File: src/rtl/avg_seq_ctrl.sv
// rtl/avg_seq_ctrl.sv - sequenced averaging datapath: halves packed element sums with vxrm rounding
// over a two-stage stallable pipeline.
module avg_seq_ctrl #(
  parameter int DATA_WIDTH    = 64,
  parameter int DW_B          = DATA_WIDTH >> 3,
  parameter int ENABLE_64_BIT = 1,
  parameter int VL_W          = 16
) (
  input  logic                  clk,
  input  logic                  rst_n,
  input  logic                  cmd_valid,
  output logic                  cmd_ready,
  input  logic [VL_W-1:0]       cmd_vl,
  input  logic [1:0]            cmd_sew,
  input  logic [1:0]            cmd_vxrm,
  input  logic                  in_valid,
  output logic                  in_ready,
  input  logic [DATA_WIDTH-1:0] in_data,
  output logic                  out_valid,
  input  logic                  out_ready,
  output logic [DATA_WIDTH-1:0] out_data,
  output logic [DW_B-1:0]       out_be,
  output logic                  done,
  output logic                  cmd_err
);

  localparam int DWB_LG = $clog2(DW_B);

  typedef enum logic [1:0] {IDLE = 2'd0, RUN = 2'd1, DRAIN = 2'd2} state_t;
  state_t state_q, state_d;

  logic [1:0]            sew_q, vxrm_q;
  logic [VL_W-1:0]       total_q, issued_q, part_q;
  logic                  s1_valid, s1_last, s2_valid, s2_last;
  logic [DATA_WIDTH-1:0] s1_shift, s1_vd, s1_vd1, s2_data;
  logic [DW_B-1:0]       s1_be, s2_be;
  logic                  done_q, cmd_err_q;

  logic                  stall, cmd_fire, cmd_illegal, cmd_start;
  logic                  in_fire, last_issue, final_fire;
  logic [VL_W:0]         cmd_epb;
  logic [4:0]            cmd_lg;
  logic [VL_W-1:0]       cmd_total, cmd_part;
  logic [DATA_WIDTH-1:0] lsb_mask, msb_mask, byte_mask, rnd, s2_next;
  logic [DW_B-1:0]       beat_be;

  assign out_valid   = s2_valid;
  assign out_data    = s2_data;
  assign out_be      = s2_be;
  assign done        = done_q;
  assign cmd_err     = cmd_err_q;

  assign stall       = s2_valid & ~out_ready;
  assign cmd_ready   = (state_q == IDLE);
  assign in_ready    = (state_q == RUN) && (issued_q < total_q) && !stall;
  assign cmd_fire    = cmd_valid & cmd_ready;
  assign cmd_illegal = (cmd_sew == 2'd3) && (ENABLE_64_BIT == 0);
  assign cmd_start   = cmd_fire && !cmd_illegal && (cmd_vl != '0);
  assign in_fire     = in_valid & in_ready;
  assign last_issue  = (issued_q == total_q - 1'b1);
  assign final_fire  = s2_valid & out_ready & s2_last;

  // Beat count and final-beat byte count; elements per beat is a power of two.
  always_comb begin
    cmd_epb   = (VL_W+1)'(DW_B) >> cmd_sew;
    cmd_lg    = 5'(DWB_LG) - {3'b000, cmd_sew};
    cmd_total = VL_W'(({1'b0, cmd_vl} + cmd_epb - 1'b1) >> cmd_lg);
    cmd_part  = VL_W'((cmd_vl & (cmd_epb[VL_W-1:0] - 1'b1)) << cmd_sew);
  end

  always_comb begin
    state_d = state_q;
    case (state_q)
      IDLE:    if (cmd_start) state_d = RUN;
      RUN:     if (in_fire && last_issue) state_d = DRAIN;
      DRAIN:   if (final_fire) state_d = IDLE;
      default: state_d = IDLE;
    endcase
  end

  always_ff @(posedge clk) begin
    if (!rst_n) state_q <= IDLE;
    else        state_q <= state_d;
  end

  // Element LSB/MSB masks let one full-width add round every element; the cleared MSB
  // after the shift guarantees the increment never carries into the next element.
  always_comb begin
    lsb_mask  = '0;
    msb_mask  = '0;
    byte_mask = '0;
    beat_be   = '0;
    rnd       = '0;
    for (int i = 0; i < DATA_WIDTH; i++) begin
      lsb_mask[i]  = ((i & ((8 << sew_q) - 1)) == 0);
      msb_mask[i]  = ((i & ((8 << sew_q) - 1)) == ((8 << sew_q) - 1));
      byte_mask[i] = s1_be[i/8];
    end
    for (int b = 0; b < DW_B; b++)
      beat_be[b] = !last_issue || (part_q == '0) || (VL_W'(b) < part_q);
    case (vxrm_q)
      2'd0:    rnd = s1_vd1;
      2'd1:    rnd = s1_vd1 & s1_vd;
      2'd2:    rnd = '0;
      default: rnd = s1_vd1 & ~s1_vd;
    endcase
    s2_next = (s1_shift + rnd) & byte_mask;
  end

  always_ff @(posedge clk) begin
    if (!rst_n) begin
      sew_q     <= '0;
      vxrm_q    <= '0;
      total_q   <= '0;
      issued_q  <= '0;
      part_q    <= '0;
      done_q    <= 1'b0;
      cmd_err_q <= 1'b0;
      s1_valid  <= 1'b0;
      s1_last   <= 1'b0;
      s1_shift  <= '0;
      s1_vd     <= '0;
      s1_vd1    <= '0;
      s1_be     <= '0;
      s2_valid  <= 1'b0;
      s2_last   <= 1'b0;
      s2_data   <= '0;
      s2_be     <= '0;
    end else begin
      done_q    <= (cmd_fire && !cmd_illegal && (cmd_vl == '0)) || final_fire;
      cmd_err_q <= cmd_fire && cmd_illegal;
      if (cmd_start) begin
        sew_q    <= cmd_sew;
        vxrm_q   <= cmd_vxrm;
        total_q  <= cmd_total;
        part_q   <= cmd_part;
        issued_q <= '0;
      end else if (in_fire) begin
        issued_q <= issued_q + 1'b1;
      end
      if (!stall) begin
        s1_valid <= in_fire;
        s1_last  <= in_fire & last_issue;
        s1_shift <= (in_data >> 1) & ~msb_mask;
        s1_vd1   <= in_data & lsb_mask;
        s1_vd    <= (in_data >> 1) & lsb_mask;
        s1_be    <= beat_be;
        s2_valid <= s1_valid;
        s2_last  <= s1_last;
        s2_data  <= s1_valid ? s2_next : '0;
        s2_be    <= s1_valid ? s1_be : '0;
      end
    end
  end

endmodule

File: config.mk
export PLATFORM = sky130hd
export DESIGN_NAME = avg_seq_ctrl
export DESIGN_NICKNAME = d
export VERILOG_FILES = /design/src/rtl/avg_seq_ctrl.sv
export SDC_FILE = /design/constraint.sdc
export NUM_CORES = 1
export LEC_CHECK = 0
export ABC_AREA = 1
export CORE_ASPECT_RATIO = 1.1
export CORE_MARGIN = 10
export CORE_UTILIZATION = 35
export CTS_CLUSTER_SIZE = 14
export DETAILED_ROUTE_END_ITERATION = 8
export DONT_BUFFER_PORTS = 1
export PLACE_DENSITY = 0.52
export SYNTH_ARGS = -nofsm -noshare
export SYNTH_HDL_FRONTEND = slang
export SYNTH_SLANG_ARGS = --single-unit
export TNS_END_PERCENT = 20
File: constraint.sdc
create_clock -name clk -period 5.6 [get_ports clk]
set_input_delay 0.56 -clock clk [delete_from_list [all_inputs] [get_ports clk]]
set_output_delay 0.56 -clock clk [all_outputs]
set_load 0.1 [all_outputs]
# Word-level counts from Yosys, hierarchy flattened
# Cells that the tools add are included.
# totals
regBits	331
in_bits	89
out_inout_bits	77
word_cells	221
# op_classes
n_addsub	8
n_lt_le_gt_ge	9
eq_ne	8
n_shift	4
muxes	7
bitwise	17
n_reduce_logical	151
# ops
operator	count
$logic_not 32->1	64
$logic_not 29->1	20
$logic_not 30->1	15
$logic_not 28->1	15
$and 64x64->64	4
$pmux 64 s3	1
$logic_not 31->1	6
$logic_not 27->1	6
$and 63x64->64	2
$not 64->64	2
$add 64x64->64	1
$lt 3x16->1 const A	4
$mux 64	1
$logic_not 16->1	2
$lt 1x16->1 const A	2
$lt 2x16->1 const A	2
$shl 4x2->32 const A	1
$sub 16x1->16 const B	2
$sub 32x2->32 const B	1
$logic_not 26->1	1
$add 16x17->17	1
$shr 17x5->16	1
$shr 4x2->17 const A	1
$sub 17x1->17 const B	1
other kinds (22)	48

# Longest topological paths before layout
# depth
ltp_word	8
mapped_depth	20

# Least setup slack after synthesis
# Ideal clock, no wire load.
# synth_path
path_kind	input to register
start	input port cmd_sew[0]
end	register total_q[9]
setup_time_ns	0.110
t_arrival_ns	2.934
path_slack_ns	2.556
path_stages	18
n_path_buf	1
path_cell_list	buf_2 > clkinv_1 > nand2_1 > ha_1 > inv_1 > ha_1 > inv_1 > fa_1 > o21ai_1 > nand2_1 > a21oi_1 > nand2_1 > nand3_1 > nand3_1 > nand3_1 > nand3_1 > nand2_1 > inv_1
# synth_via
elab_chain_cells	4
elab_cells_between_ends	5
classes_between	add/sub (3); shift (2)
# synth_lines
item	line	text
start, declared	14	input logic [1:0] cmd_sew,
$shr 4x2->17	65	cmd_epb = (VL_W+1)'(DW_B) >> cmd_sew;
$add 16x17->17	67	cmd_total = VL_W'(({1'b0, cmd_vl} + cmd_epb - 1'b1) >> cmd_lg);
$sub 17x1->17	67	
$shr 17x5->16 *	67	
end signal, assigned	135	total_q <= cmd_total;
end, declared	33	logic [VL_W-1:0] total_q, issued_q, part_q;
# Every way passes the cells marked *; elsewhere a longest branch is shown, timed or not.
# A chain may end at the register's enable or synchronous reset.

# Worst setup path in the final report
# layout_path
start	register s2_valid, in the netlist out_valid
end	output port in_ready
# layout_via
elab_chain_cells	3
# layout_lines
item	line	text
start, declared	34	logic s1_valid, s1_last, s2_valid, s2_last;
start signal, assigned	148	s2_valid <= s1_valid;
$and 1x1->1	53	assign stall = s2_valid & ~out_ready;
$logic_not 1->1	n/a	
$logic_and 1x1->1	55	assign in_ready = (state_q == RUN) && (issued_q < total_q) && !stall;
end, declared	17	output logic in_ready,
# Every way passes these cells.

==> run summary <==
Result of the run: finished clean
Number of flops mapped to enable cells by yosys: 0
WHS Endpoint: total_q[9]
Sequential fraction of the synthesis area: 0.327
RD Place Congestion: 0.952
Share of final-layout standard cells stronger than drive strength 1: 0.0539
Count of routing violations after the opening detailed-route iteration: 839
Overflow after GRT: 0
Number of instances resized during post-cts repair: 0
Number of instances in the synthesized netlist: 2,072
Hold violation total from the final report: 0
Dominant cell type by area after synthesis: sky130_fd_sc_hd__dfxtp_1
Largest family of logic cells by synthesized area: simple AND/OR/NAND/NOR gates
Core ar.: 37,300 um^2
Syn Nets: 2,217
Die X-Extent: 206 um
Total power draw: 3960 uW
Number of antenna violations at the first check in global routing: 4
Chip height: 224 um
Share of the synthesized area in the top cell type: 0.327
Count of buffers inserted at the top-level ports: 0
Slew of the pin with the lowest slew margin: 1190 ps
Number of H-tree levels: 1
Aggregate negative setup slack: 0 ps
Ys async rst share: 0
Clk sink count: 217
Fill cells: 4,094
Initial core utilization: 0.356
Complex-gate fraction of the synthesized area: 0.170
Relative area change from synthesis to final layout: 8.91%
Wire length of the first global-routing pass: 73,600 um
Flip-flop and latch area: 4340 um^2
Leading register cell type out of synthesis: sky130_fd_sc_hd__dfxtp_1
Vias after detailed routing: 13,446
Buffers inserted by post-CTS timing repair: 0
Vias per cell: 5.26
Total area of multi-input combinational cells: 7750 um^2
Total die area: 46,200 um^2
Number of unique standard cell types used by synthesis: 59
CTS clock-pin slew for the worst setup and hold paths: 50 ps
Number of global-route vias before repair: 12,862
Count of hold buffers inserted by post-cts repair: 0
Clock latency on the worst-skew pair: 550 ps
Average routed wire per standard cell: 19.0 um
Nets: 2,188
Final number of setup-violating endpoints: 0
Buffers from clock root to sink, at most: 3
Maximum number of pins on one net before global-route repair: 111
Type of element launching the critical path: flip-flop
Startpoint of the worst hold path: rst_n
Half-perimeter wire length of the detailed placement result: 38,600 um
Cell types occupying the most area after synthesis: sky130_fd_sc_hd__dfxtp_1 33%, sky130_fd_sc_hd__nand2_1 14%, sky130_fd_sc_hd__a21oi_1 8.2%
Post-route DRC violation count: 0
Number of cells on the worst hold path: 2
P_leak: 0.00601 uW
Pins Over Slew Limit: 0
Crit Reg-Reg Endpoint: issued_q[8]
Simple-gate share of the synthesized area: 0.343
Number of detailed-route iterations in the first pass: 5
Maximum clock frequency: 0.267 GHz
Relative max-transition margin: 0.205
Crit. Startpoint: out_valid
Mean post-synth cell area: 6.41 um^2
Worst Reg-to-Reg Cells: 8
Most frequently used cell type in the post-synthesis netlist: sky130_fd_sc_hd__nand2_1
Setup Skew: 13.9 ps
Portion of netlist area occupied by mux cells: 0.000753
Power Density: 274 nW/um^2
Maximum VDD drop: 173 uV
Buffer cell driving the clock tree root: sky130_fd_sc_hd__clkbuf_16
Row count: 74
Reg2reg start: out_valid
Setup repair after global routing missed its margin: no
Element type at the critical path end: output port
Final period utilization: 0.669
Post-synthesis xor/xnor area fraction: 0.0158
Number of antenna-violating nets in the routed design: 0
Area share of fa/ha/maj cells after synthesis: 0.0533
Number of warning messages in the yosys log: 0
Clock tree from TritonCTS: done
Final worst path period need: 3740 ps
Post-synth design cell area: 13,300 um^2
Flop and latch count out of synthesis: 217
Leading post-synthesis cells by instance count: 497 x sky130_fd_sc_hd__nand2_1, 240 x sky130_fd_sc_hd__inv_1, 218 x sky130_fd_sc_hd__a21oi_1, 217 x sky130_fd_sc_hd__dfxtp_1, 215 x sky130_fd_sc_hd__nor2_1
CP Data Required Time: 5040 ps
Worst setup path category: flip-flop to output port
Register-to-register path setup slack: 1940 ps
Crit path max fanout: 61
Min-delay worst type: input port to flip-flop
Arrival @ worst endpoint: 3180 ps
Total global routing track utilization: 0.202
Number of maximum-capacitance violations: 0
Overall routed net length: 48,500 um
I/O pin count: 166
Total CTS buffers: 25
[through the flow]
stage / hold WS (ps) / worst slack (ps) / utilization / instance area, um^2 / std cells
floorplan: 419 / 2560 / - / 13300 / 2072
global placement: 431 / 1960 / 0.367 / 13700 / 2510
detailed placement: 430 / 1910 / 0.367 / 13700 / 2510
CTS: 108 / 1780 / 0.388 / 14500 / 2552
global route: 117 / 1640 / 0.388 / 14500 / 2556
finish: 130 / 1860 / 0.388 / 14500 / 2556
[logic make-up (layout without fill, tap and decap cells)]
family,count (synthesis),in the layout
other,1,5
muxes,1,1
AOI/OAI and AO/OA,419,419
and+or+nand+nor,1044,1044
buffers and inverters,310,296
xor gates and xnor gates,24,24
DFF,217,217
adders and majority gates,56,56
[layout make-up]
class / instances / share of cell area
Timing Repair Buffer: 4 / 0.00207
Inverter: 250 / 0.0649
Multi-Input combinational cell: 1545 / 0.536
Sequential cell: 217 / 0.300
Clock buffer: 35 / 0.0479
Clock inverter: 7 / 0.00614
Antenna cell: 4 / 0.000691
Tap cell: 494 / 0.0427
[worst max-delay path: stages, from the launching register on]
cell and delay [ps]:
sky130_fd_sc_hd__dfxtp_1 650, sky130_fd_sc_hd__inv_1 240, sky130_fd_sc_hd__nor2_4 50, sky130_fd_sc_hd__inv_2 750, sky130_fd_sc_hd__nand4_1 250, sky130_fd_sc_hd__inv_1 700
[registers in the layout, summed over array words and instances, names as in the netlist]
signal,count
total_q,16
s1_vd1,8
part_q,16
sew_q,2
out_be,8
s1_last,1
state_q,2
out_valid,1
s1_valid,1
s1_be,8
s1_vd,8
s2_last,1
issued_q,16
out_data,64
s1_shift,62
vxrm_q,2
done,1
[routing by layer]
| layer | vias to the layer above | GRT usage | wire, um |
|---|---|---|---|
| li1 | 6776 | - | - |
| met4 | 0 | 0.0832 | 1840 |
| met1 | 6250 | 0.234 | 19900 |
| met5 | - | 0 | 0 |
| met2 | 331 | 0.362 | 24100 |
| met3 | 89 | 0.0325 | 2620 |
[where the power goes]
group | internal, uW | switching [uW]
Sequential | 1600 | 87.5
Combinational | 204 | 448
Clock | 948 | 672
Total | 2760 | 1210
[cell usage in the layout (no fill, tap or decap), types with 7 or more instances in the layout]
cell type | netlist | final
sky130_fd_sc_hd__xor2_1 | 15 | 15
sky130_fd_sc_hd__nand2_2 | 20 | 20
sky130_fd_sc_hd__nand4_1 | 36 | 36
sky130_fd_sc_hd__or2_2 | 14 | 14
sky130_fd_sc_hd__nand2_1 | 497 | 497
sky130_fd_sc_hd__clkbuf_16 | 0 | 25
sky130_fd_sc_hd__inv_1 | 240 | 240
sky130_fd_sc_hd__ha_1 | 55 | 55
sky130_fd_sc_hd__inv_2 | 7 | 7
sky130_fd_sc_hd__a21oi_1 | 218 | 218
sky130_fd_sc_hd__nand3b_1 | 10 | 10
sky130_fd_sc_hd__o21ai_0 | 136 | 136
sky130_fd_sc_hd__xnor2_1 | 9 | 9
sky130_fd_sc_hd__nand3_1 | 179 | 179
sky130_fd_sc_hd__nor2_1 | 215 | 213
sky130_fd_sc_hd__o22ai_1 | 13 | 13
sky130_fd_sc_hd__o21ai_1 | 11 | 11
sky130_fd_sc_hd__a31oi_1 | 7 | 7
sky130_fd_sc_hd__dfxtp_1 | 217 | 217
sky130_fd_sc_hd__nor3_1 | 38 | 38
sky130_fd_sc_hd__clkbuf_1 | 38 | 7
sky130_fd_sc_hd__nor2_2 | 8 | 9
[worst max path at each step]
stage,endpoint,slack (ps),depth (start not counted)
after global placement,issued_q[8],1960,8
final,in_ready,1860,5
after global routing,issued_q[4],1640,8
after detailed placement,issued_q[8],1910,8
after CTS,in_ready,1780,5
after floorplan,total_q[9],2560,18
(Power assumes the default switching activity.)
